`src/rtl/fetch_pkg.sv`:
```
// Shared defaults and types for the instruction-fetch stage and its buffer.
package fetch_pkg;

  localparam int          DEFAULT_PC_W      = 32;
  localparam int          DEFAULT_BUF_DEPTH = 2;
  localparam logic [31:0] DEFAULT_RESET_PC  = 32'h0000_0000;
  localparam int          INSTR_W           = 32;

  typedef struct packed {
    logic [DEFAULT_PC_W-1:0] pc;
    logic [INSTR_W-1:0]      instr;
  } fetch_entry_t;

  // Count must hold 0..depth inclusive, so it needs one more code than a pointer.
  function automatic int count_width(input int depth);
    return $clog2(depth + 1);
  endfunction

endpackage

```
`src/rtl/fetch_buffer.sv`:
```
// Small synchronous FIFO of fetched {pc, instr} entries; flush wins over push.
module fetch_buffer
  import fetch_pkg::*;
#(
  parameter type entry_t = fetch_entry_t,
  parameter int  DEPTH   = DEFAULT_BUF_DEPTH
) (
  input  logic                          clk,
  input  logic                          flush,
  input  logic                          push,
  input  logic                          pop,
  input  entry_t                        din,
  output entry_t                        head,
  output logic                          valid,
  output logic [count_width(DEPTH)-1:0] count
);

  localparam int PTR_W = (DEPTH > 1) ? $clog2(DEPTH) : 1;
  localparam int CNT_W = count_width(DEPTH);

  entry_t             mem [DEPTH];
  logic [PTR_W-1:0]   wr_ptr;
  logic [PTR_W-1:0]   rd_ptr;
  logic               full;

  function automatic logic [PTR_W-1:0] next_ptr(input logic [PTR_W-1:0] p);
    return (p == PTR_W'(DEPTH - 1)) ? '0 : p + 1'b1;
  endfunction

  always_ff @(posedge clk) begin
    if (flush) begin
      count  <= '0;
      wr_ptr <= '0;
      rd_ptr <= '0;
    end else begin
      if (push) wr_ptr <= next_ptr(wr_ptr);
      if (pop)  rd_ptr <= next_ptr(rd_ptr);
      count <= count + CNT_W'(push) - CNT_W'(pop);
    end
  end

  // NOTE: storage is deliberately not reset; count alone decides which slots are live.
  always_ff @(posedge clk) begin
    if (push && !flush) mem[wr_ptr] <= din;
  end

  assign valid = (count != '0);
  assign full  = (count == CNT_W'(DEPTH));
  assign head  = valid ? mem[rd_ptr] : '0;

  assert property (@(posedge clk) disable iff (flush) !(push && full && !pop));
  assert property (@(posedge clk) disable iff (flush) !(pop && !valid));
  assert property (@(posedge clk) !(full && !valid));

endmodule

```
`src/rtl/fetch_unit.sv`:
```
// Instruction-fetch stage: owns the PC, tracks the one-cycle memory response and
// feeds decode through a small buffer with valid/ready and branch redirect.
module fetch_unit
  import fetch_pkg::*;
#(
  parameter int              PC_W      = DEFAULT_PC_W,
  parameter logic [PC_W-1:0] RESET_PC  = PC_W'(DEFAULT_RESET_PC),
  parameter int              BUF_DEPTH = DEFAULT_BUF_DEPTH
) (
  input  logic               Clk,
  input  logic               Clear,
  output logic [PC_W-1:0]    ReadPC,
  input  logic [INSTR_W-1:0] Instr,
  input  logic               IfReady,
  output logic               IfValid,
  output logic [INSTR_W-1:0] IfInstr,
  output logic [PC_W-1:0]    IfPC,
  input  logic               BranchEn,
  input  logic [PC_W-1:0]    BranchTarget
);

  localparam int CNT_W = count_width(BUF_DEPTH);

  // Local entry type so a non-default PC_W still packs correctly.
  typedef struct packed {
    logic [PC_W-1:0]    pc;
    logic [INSTR_W-1:0] instr;
  } entry_t;

  logic [PC_W-1:0]  pc;
  logic [PC_W-1:0]  inflight_pc;
  logic             inflight;
  logic [CNT_W-1:0] count;
  logic             pop;
  logic             push;
  logic             flush;
  logic             issue;
  entry_t           head;
  entry_t           push_entry;

  assign pop        = IfValid & IfReady;
  assign flush      = Clear | BranchEn;
  assign push       = inflight & ~flush;
  assign push_entry = '{pc: inflight_pc, instr: Instr};

  // Occupancy counts the word still on its way back so the buffer can never overflow.
  assign issue = ~Clear & ~BranchEn &
                 ((int'(count) + int'(inflight) - int'(pop)) < BUF_DEPTH);

  // NOTE: state uses non-blocking assignments so every register samples pre-edge values.
  always_ff @(posedge Clk) begin
    if (Clear) begin
      pc          <= RESET_PC;
      inflight    <= 1'b0;
      inflight_pc <= RESET_PC;
    end else if (BranchEn) begin
      pc       <= BranchTarget;
      inflight <= 1'b0;
    end else if (issue) begin
      pc          <= pc + 1'b1;
      inflight    <= 1'b1;
      inflight_pc <= pc;
    end else begin
      inflight <= 1'b0;
    end
  end

  fetch_buffer #(
    .entry_t (entry_t),
    .DEPTH   (BUF_DEPTH)
  ) u_buffer (
    .clk   (Clk),
    .flush (flush),
    .push  (push),
    .pop   (pop),
    .din   (push_entry),
    .head  (head),
    .valid (IfValid),
    .count (count)
  );

  assign ReadPC  = pc;
  assign IfPC    = head.pc;
  assign IfInstr = head.instr;

endmodule

```
`config.mk`:
```
export PLATFORM = sky130hd
export DESIGN_NAME = fetch_unit
export DESIGN_NICKNAME = d
export VERILOG_FILES = /design/src/rtl/fetch_pkg.sv /design/src/rtl/fetch_buffer.sv /design/src/rtl/fetch_unit.sv
export SDC_FILE = /design/constraint.sdc
export NUM_CORES = 1
export LEC_CHECK = 0
export CAP_MARGIN = 40
export CORE_UTILIZATION = 50
export CTS_CLUSTER_SIZE = 40
export DETAILED_ROUTE_END_ITERATION = 16
export DONT_BUFFER_PORTS = 1
export PLACE_DENSITY = 0.62
export SYNTH_ARGS = -nofsm -noshare
export SYNTH_HDL_FRONTEND = slang
export SYNTH_HIERARCHICAL = 1
export SYNTH_SLANG_ARGS = --single-unit
```
`constraint.sdc`:
```
create_clock -name Clk -period 8.6 [get_ports Clk]
set_clock_uncertainty 0.15 [all_clocks]
set_input_delay 0.86 -clock Clk [delete_from_list [all_inputs] [get_ports Clk]]
set_output_delay 0.86 -clock Clk [all_outputs]
set_load 0.01 [all_outputs]
```
==> results of run 1 <==
-- metrics by stage --
step | instances | power (uW) | utilization
after CTS | 907 | 1930 | 0.561
after global routing | 907 | 1980 | 0.561
after floorplan | 690 | 1140 | -
after global placement | 874 | 1150 | 0.522
final | 907 | 1910 | 0.561
after detailed placement | 875 | 1150 | 0.524
-- cell type report --
type                            count  share of cell area
Inverter                           27              0.0112
Clock buffer                       21              0.0544
Tap cell                          216              0.0299
Clock inverter                     11              0.0120
Sequential cell                   198               0.581
Timing Repair Buffer                8             0.00803
Multi-Input combinational cell    426               0.304
-- cells by family after synthesis --
| logic type | Yosys count |
|---|---|
| multiplexers | 66 |
| flip-flops | 198 |
| XOR/XNOR | 27 |
| buffers and inverters | 66 |
| adder cells (fa/ha/maj) | 5 |
| AO/OA/AOI/OAI | 69 |
| AND/OR/NAND/NOR | 259 |
-- state kept, by name (all words and copies together), names as in the netlist, named ones only --
name             count
u_buffer/mem       128
ReadPC              32
inflight_pc         32
u_buffer/count       2
inflight             1
u_buffer/rd_ptr      1
u_buffer/wr_ptr      1
-- critical path, cell delays in order, from the launching register on --
cell and delay, ns:
dfxtp_1 0.40, nor2_4 0.13, buf_4 0.60, inv_1 0.23, nand2_1 0.19, xnor2_1 0.14
nand2_1 0.08, fa_1 0.37, xnor2_1 0.19, a22o_1 0.48, nand2_1 0.10, buf_4 0.27
inv_1 0.09, buf_4 0.33, nand4_1 0.14, a221oi_1 0.24
-- placed cells by master (no fill, tap or decap), types with 6 or more instances in the layout --
master / n
dfxtp_1: 69
buf_4: 7
inv_1: 27
xnor2_1: 17
clkbuf_16: 18
o21ai_0: 7
edfxtp_1: 128
nand4_1: 14
a21oi_1: 26
xor2_1: 9
nor2_2: 15
nand2_1: 89
mux2i_1: 66
nor3_1: 6
nor2_1: 61
nand3b_1: 31
o21a_1: 19
nand3_1: 8
-- path summary, 6_finish.rpt --
check / endpoint / slack [ns] / depth (start not counted)
worst min-delay path: u_buffer/mem[0][58] / 0.30 / 0
worst max-delay path: ReadPC[11] / 4.33 / 15
worst min register to register: u_buffer/mem[0][58] / 0.30 / 0
worst max register to register: ReadPC[11] / 4.33 / 15
-- where the power goes --
part           switching, uW  leakage (uW)  internal [uW]
registers               33.4       0.00175           1030
clock network            341      0.000301            445
logic                   35.7       0.00107           27.8
-- layer usage --
metal  wire length, microns  vias to the layer above  GRT usage
li1                       -                     2422          -
met5                      0                        -          0
met1                   6990                     2276      0.246
met3                   1380                       16     0.0644
met2                   7210                      198      0.281
met4                    184                        0     0.0758
==> flow_metrics.env, run 1 <==
export IMPL_ir_worst_vdd_uv=152
export IMPL_synth_xor_area_frac=0.0300
export IMPL_start_kind="flip-flop"
export IMPL_gp_congestion=0.824
export IMPL_hold_class="flip-flop to flip-flop"
export IMPL_clock_latency_ns=0.43
export IMPL_finalCriticalPeriod_ns=4.27
export IMPL_status="completed"
export IMPL_synth_ff_type="edfxtp_1"
export IMPL_syn_avg_cell_area_sq_um=12.1
export IMPL_synth_area_sq_um=8350
export IMPL_hold_slack_ns=0.304
export IMPL_tightestPinTransition_ns=0.879
export IMPL_synthTopCellsByCount="128 x edfxtp_1, 89 x nand2_1, 70 x dfxtp_1, 66 x mux2i_1, 62 x nor2_1"
export IMPL_coreArea_sq_um=16100
export IMPL_route_vias_total=4912
export IMPL_slew_headroom=0.414
export IMPL_crit_start="u_buffer/count[1]"
export IMPL_grt_pass1_vias=4608
export IMPL_diodes=0
export IMPL_period_share=0.497
export IMPL_drt_iter0_markers=233
export IMPL_cts_hold_buf=0
export IMPL_yosysSeqAreaShare=0.628
export IMPL_setup_viol=0
export IMPL_cts_resized=0
export IMPL_rsz0062_at_grt="false"
export IMPL_clk_pin_slew_ns=0.07
export IMPL_grt_overflow=0
export IMPL_multiInputGateArea_sq_um=2750
export IMPL_synth_seq_cells=198
export IMPL_wl_per_cell_microns=17.4
export IMPL_synth_area_leader_cell="edfxtp_1"
export IMPL_r2r_start="u_buffer/count[1]"
export IMPL_drive_above_1_share=0.0941
export IMPL_dr_pass1_iters=4
export IMPL_die_h_microns=131
export IMPL_cap_violations=0
export IMPL_cp_max_fo=65
export IMPL_syn_to_final_growth_pct=8.30
export IMPL_synth_fp_nets=763
export IMPL_initial_utilization=0.518
export IMPL_synth_edf_count=128
export IMPL_critPathArrivalTime_ns=4.47
export IMPL_grt_usage=0.187
export IMPL_crit_required_ns=8.79
export IMPL_cts_tree="yes"
export IMPL_synth_most_common_cell="edfxtp_1"
export IMPL_regArea_sq_um=5250
export IMPL_tns_ns=0
export IMPL_p_per_area_nw_per_um2=212
export IMPL_yosys_area_top_type_share=0.461
export IMPL_dp_worst_setup_slack_ns=4.28
export IMPL_finish_instance_area_sq_um=9040
export IMPL_cts_buffers=17
export IMPL_grt_max_degree=66
export IMPL_finalWirelength_mm=15.8
export IMPL_synth_fa_ha_area_frac=0.00839
export IMPL_clockBufferDepth=2
export IMPL_fin_nets=751
export IMPL_dieWidth_microns=131
export IMPL_ios=165
export IMPL_synthTopCellsByArea="edfxtp_1 46%, dfxtp_1 17%, mux2i_1 7.9%, nand2_1 4.0%, nand3b_1 2.8%"
export IMPL_syn_inst=690
export IMPL_fmax_mhz=234
export IMPL_postRouteAntennaNets=0
export IMPL_place_area_sq_um=8440
export IMPL_finalHoldViolations=0
export IMPL_dp_hpwl_mm=10.3
export IMPL_cts_max_level=4
export IMPL_muxShareOfSynthArea=0.0791
export IMPL_yosys_area_share_simple=0.157
export IMPL_grt_pass1_wl_mm=25.0
export IMPL_cts_setup_buffers=0
export IMPL_io_buffers=0
export IMPL_clock_sinks=198
export IMPL_ys_warn_count=6
export IMPL_synth_compound_area_share=0.0525
export IMPL_maxSlewViolCount=0
export IMPL_p_leak_uw=0.00312
export IMPL_min_delay_start="inflight_pc[26]"
export IMPL_fillers=1363
export IMPL_drc=0
export IMPL_num_rows=46
export IMPL_synth_top_family_by_area="simple AND/OR/NAND/NOR gates"
export IMPL_vias_per_cell=5.42
export IMPL_die_area_sq_um=17200
export IMPL_async_flop_share=0
export IMPL_antenna_found_initial=0
export IMPL_layout_setup_ws_ns=4.33
export IMPL_critPathCaptureType="flip-flop"
export IMPL_synth_distinct_cells=50
export IMPL_clockRootBuffer="clkbuf_16"
export IMPL_critPathKind="flip-flop to flip-flop"
Note: power is estimated with default switching activity, not from simulation.
==> inputs of run 2 (changes only) <==
--- a/config.mk
+++ b/config.mk
@@ -10,7 +10,7 @@
 export CTS_CLUSTER_SIZE = 40
 export DETAILED_ROUTE_END_ITERATION = 16
 export DONT_BUFFER_PORTS = 1
-export PLACE_DENSITY = 0.62
+export PLACE_DENSITY = 0.65
 export SYNTH_ARGS = -nofsm -noshare
 export SYNTH_HDL_FRONTEND = slang
 export SYNTH_HIERARCHICAL = 1
==> constraint.sdc (replaced) <==
create_clock -name Clk -period 3.5 [get_ports Clk]
set_clock_uncertainty 0.15 [all_clocks]
set_input_delay 0.35 -clock Clk [delete_from_list [all_inputs] [get_ports Clk]]
set_output_delay 0.35 -clock Clk [all_outputs]
set_load 0.01 [all_outputs]
==> flow_metrics.env, run 2 (synthesis gave the netlist of run 1 again) <==
export IMPL_layout_setup_ws_ns=0.380
export IMPL_critPathKind="flip-flop to flip-flop"
export IMPL_cts_setup_buffers=0
export IMPL_p_per_area_nw_per_um2=497
export IMPL_drive_above_1_share=0.0967
export IMPL_placed_cells=882
export IMPL_critPathCaptureType="flip-flop"
export IMPL_grt_usage=0.203
export IMPL_cap_violations=0
export IMPL_fmax_mhz=321
export IMPL_cts_buffers=17
export IMPL_antenna_found_initial=0
export IMPL_ios=165
export IMPL_instances_no_fill=971
export IMPL_postRouteAntennaNets=0
export IMPL_cts_max_level=4
export IMPL_dieWidth_microns=131
export IMPL_finalCriticalPeriod_ns=3.12
export IMPL_period_share=0.891
export IMPL_hold_class="input port to flip-flop"
export IMPL_finish_instance_area_sq_um=9730
export IMPL_critPathArrivalTime_ns=3.31
export IMPL_finalHoldViolations=0
export IMPL_gp_congestion=0.829
export IMPL_fillers=1306
export IMPL_finalWirelength_mm=16.7
export IMPL_cts_hold_buf=57
export IMPL_grt_pass1_wl_mm=27.7
export IMPL_num_rows=46
export IMPL_grt_overflow=0
export IMPL_tns_ns=0
export IMPL_io_buffers=0
export IMPL_vias_per_cell=5.33
export IMPL_die_area_sq_um=17200
export IMPL_coreArea_sq_um=16100
export IMPL_drc=0
export IMPL_largest_register="u_buffer/mem"
export IMPL_most_common_layout_cells="128 x edfxtp_1, 89 x nand2_1, 69 x dfxtp_1"
export IMPL_largest_reg_flops=128
export IMPL_drt_iter0_markers=398
export IMPL_cp_max_fo=12
export IMPL_diodes=0
export IMPL_dr_pass1_iters=4
export IMPL_slew_headroom=0.437
export IMPL_grt_max_degree=65
export IMPL_maxSlewViolCount=0
export IMPL_dp_hpwl_mm=10.7
export IMPL_clock_sinks=198
export IMPL_place_area_sq_um=8510
export IMPL_wl_per_cell_microns=17.2
export IMPL_fin_nets=815
export IMPL_clockRootBuffer="clkbuf_16"
export IMPL_setup_viol=0
export IMPL_rsz0062_at_grt="false"
export IMPL_crit_required_ns=3.69
export IMPL_final_common_cell="edfxtp_1"
export IMPL_status="completed"
export IMPL_dp_worst_setup_slack_ns=0.370
export IMPL_route_vias_total=5177
export IMPL_ir_worst_vdd_uv=342
export IMPL_start_kind="flip-flop"
export IMPL_cts_tree="yes"
export IMPL_tightestPinTransition_ns=0.844
export IMPL_grt_pass1_vias=5341
export IMPL_p_leak_uw=0.00343
export IMPL_die_h_microns=131
export IMPL_clockBufferDepth=2
export IMPL_syn_to_final_growth_pct=16.6
export IMPL_clock_latency_ns=0.42
export IMPL_initial_utilization=0.518
export IMPL_clk_pin_slew_ns=0.07
export IMPL_cts_resized=0
## run 2: final timing paths
path,startpoint,to,slack [ns],cells past startpoint
setup / recovery,u_buffer/count[1],ReadPC[31],0.38,12
hold / removal,BranchTarget[5],ReadPC[5],0.02,3
setup reg to reg,u_buffer/count[1],ReadPC[31],0.38,12
hold reg to reg,inflight_pc[21],u_buffer/mem[0][53],0.31,0
## run 2: layer usage
| metal | part of all wire | wire length (microns) | GRT usage | vias up |
|---|---|---|---|---|
| met3 | 0.060 | 998 | 0.0509 | 19 |
| li1 | - | - | - | 2543 |
| met4 | 0.012 | 201 | 0.0680 | 0 |
| met5 | 0 | 0 | 0 | - |
| met1 | 0.47 | 7890 | 0.273 | 2460 |
| met2 | 0.46 | 7620 | 0.320 | 155 |
## run 2: worst max-delay path, cell delays in order (launching register included)
cell      delay, ns
dfxtp_1        0.53
nor2_4         0.07
inv_1          0.16
nand2_1        0.13
xnor2_1        0.14
nand2_1        0.09
fa_1           0.39
xnor2_1        0.22
a22o_1         0.19
nand2_1        0.16
buf_4          0.24
or4_1          0.50
o221ai_1       0.08
## run 2: area by class of cell
class	instances	area, sq um	area share
clock buffers	24	546	0.0561
clock inverters	8	81.3	0.00836
inverters	27	101	0.0104
multi-input cells	426	2760	0.284
flip-flops and latches	198	5250	0.539
well taps	216	270	0.0278
repair buffers	72	723	0.0743
## run 2: per-stage QoR
step	util	power (uW)	hold slack (ns)
after floorplan	-	2790	0.275
after global placement	0.526	2820	0.269
after detailed placement	0.528	2830	0.270
after CTS	0.604	4880	0.000775
after global routing	0.604	5000	0.0273
final	0.604	4840	0.0152
## run 2: power breakdown
group	switching [uW]	leakage [uW]	internal [uW]
logic	123	0.00137	117
clock network	812	0.000304	1170
registers	81.9	0.00175	2530
total	1020	0.00343	3820
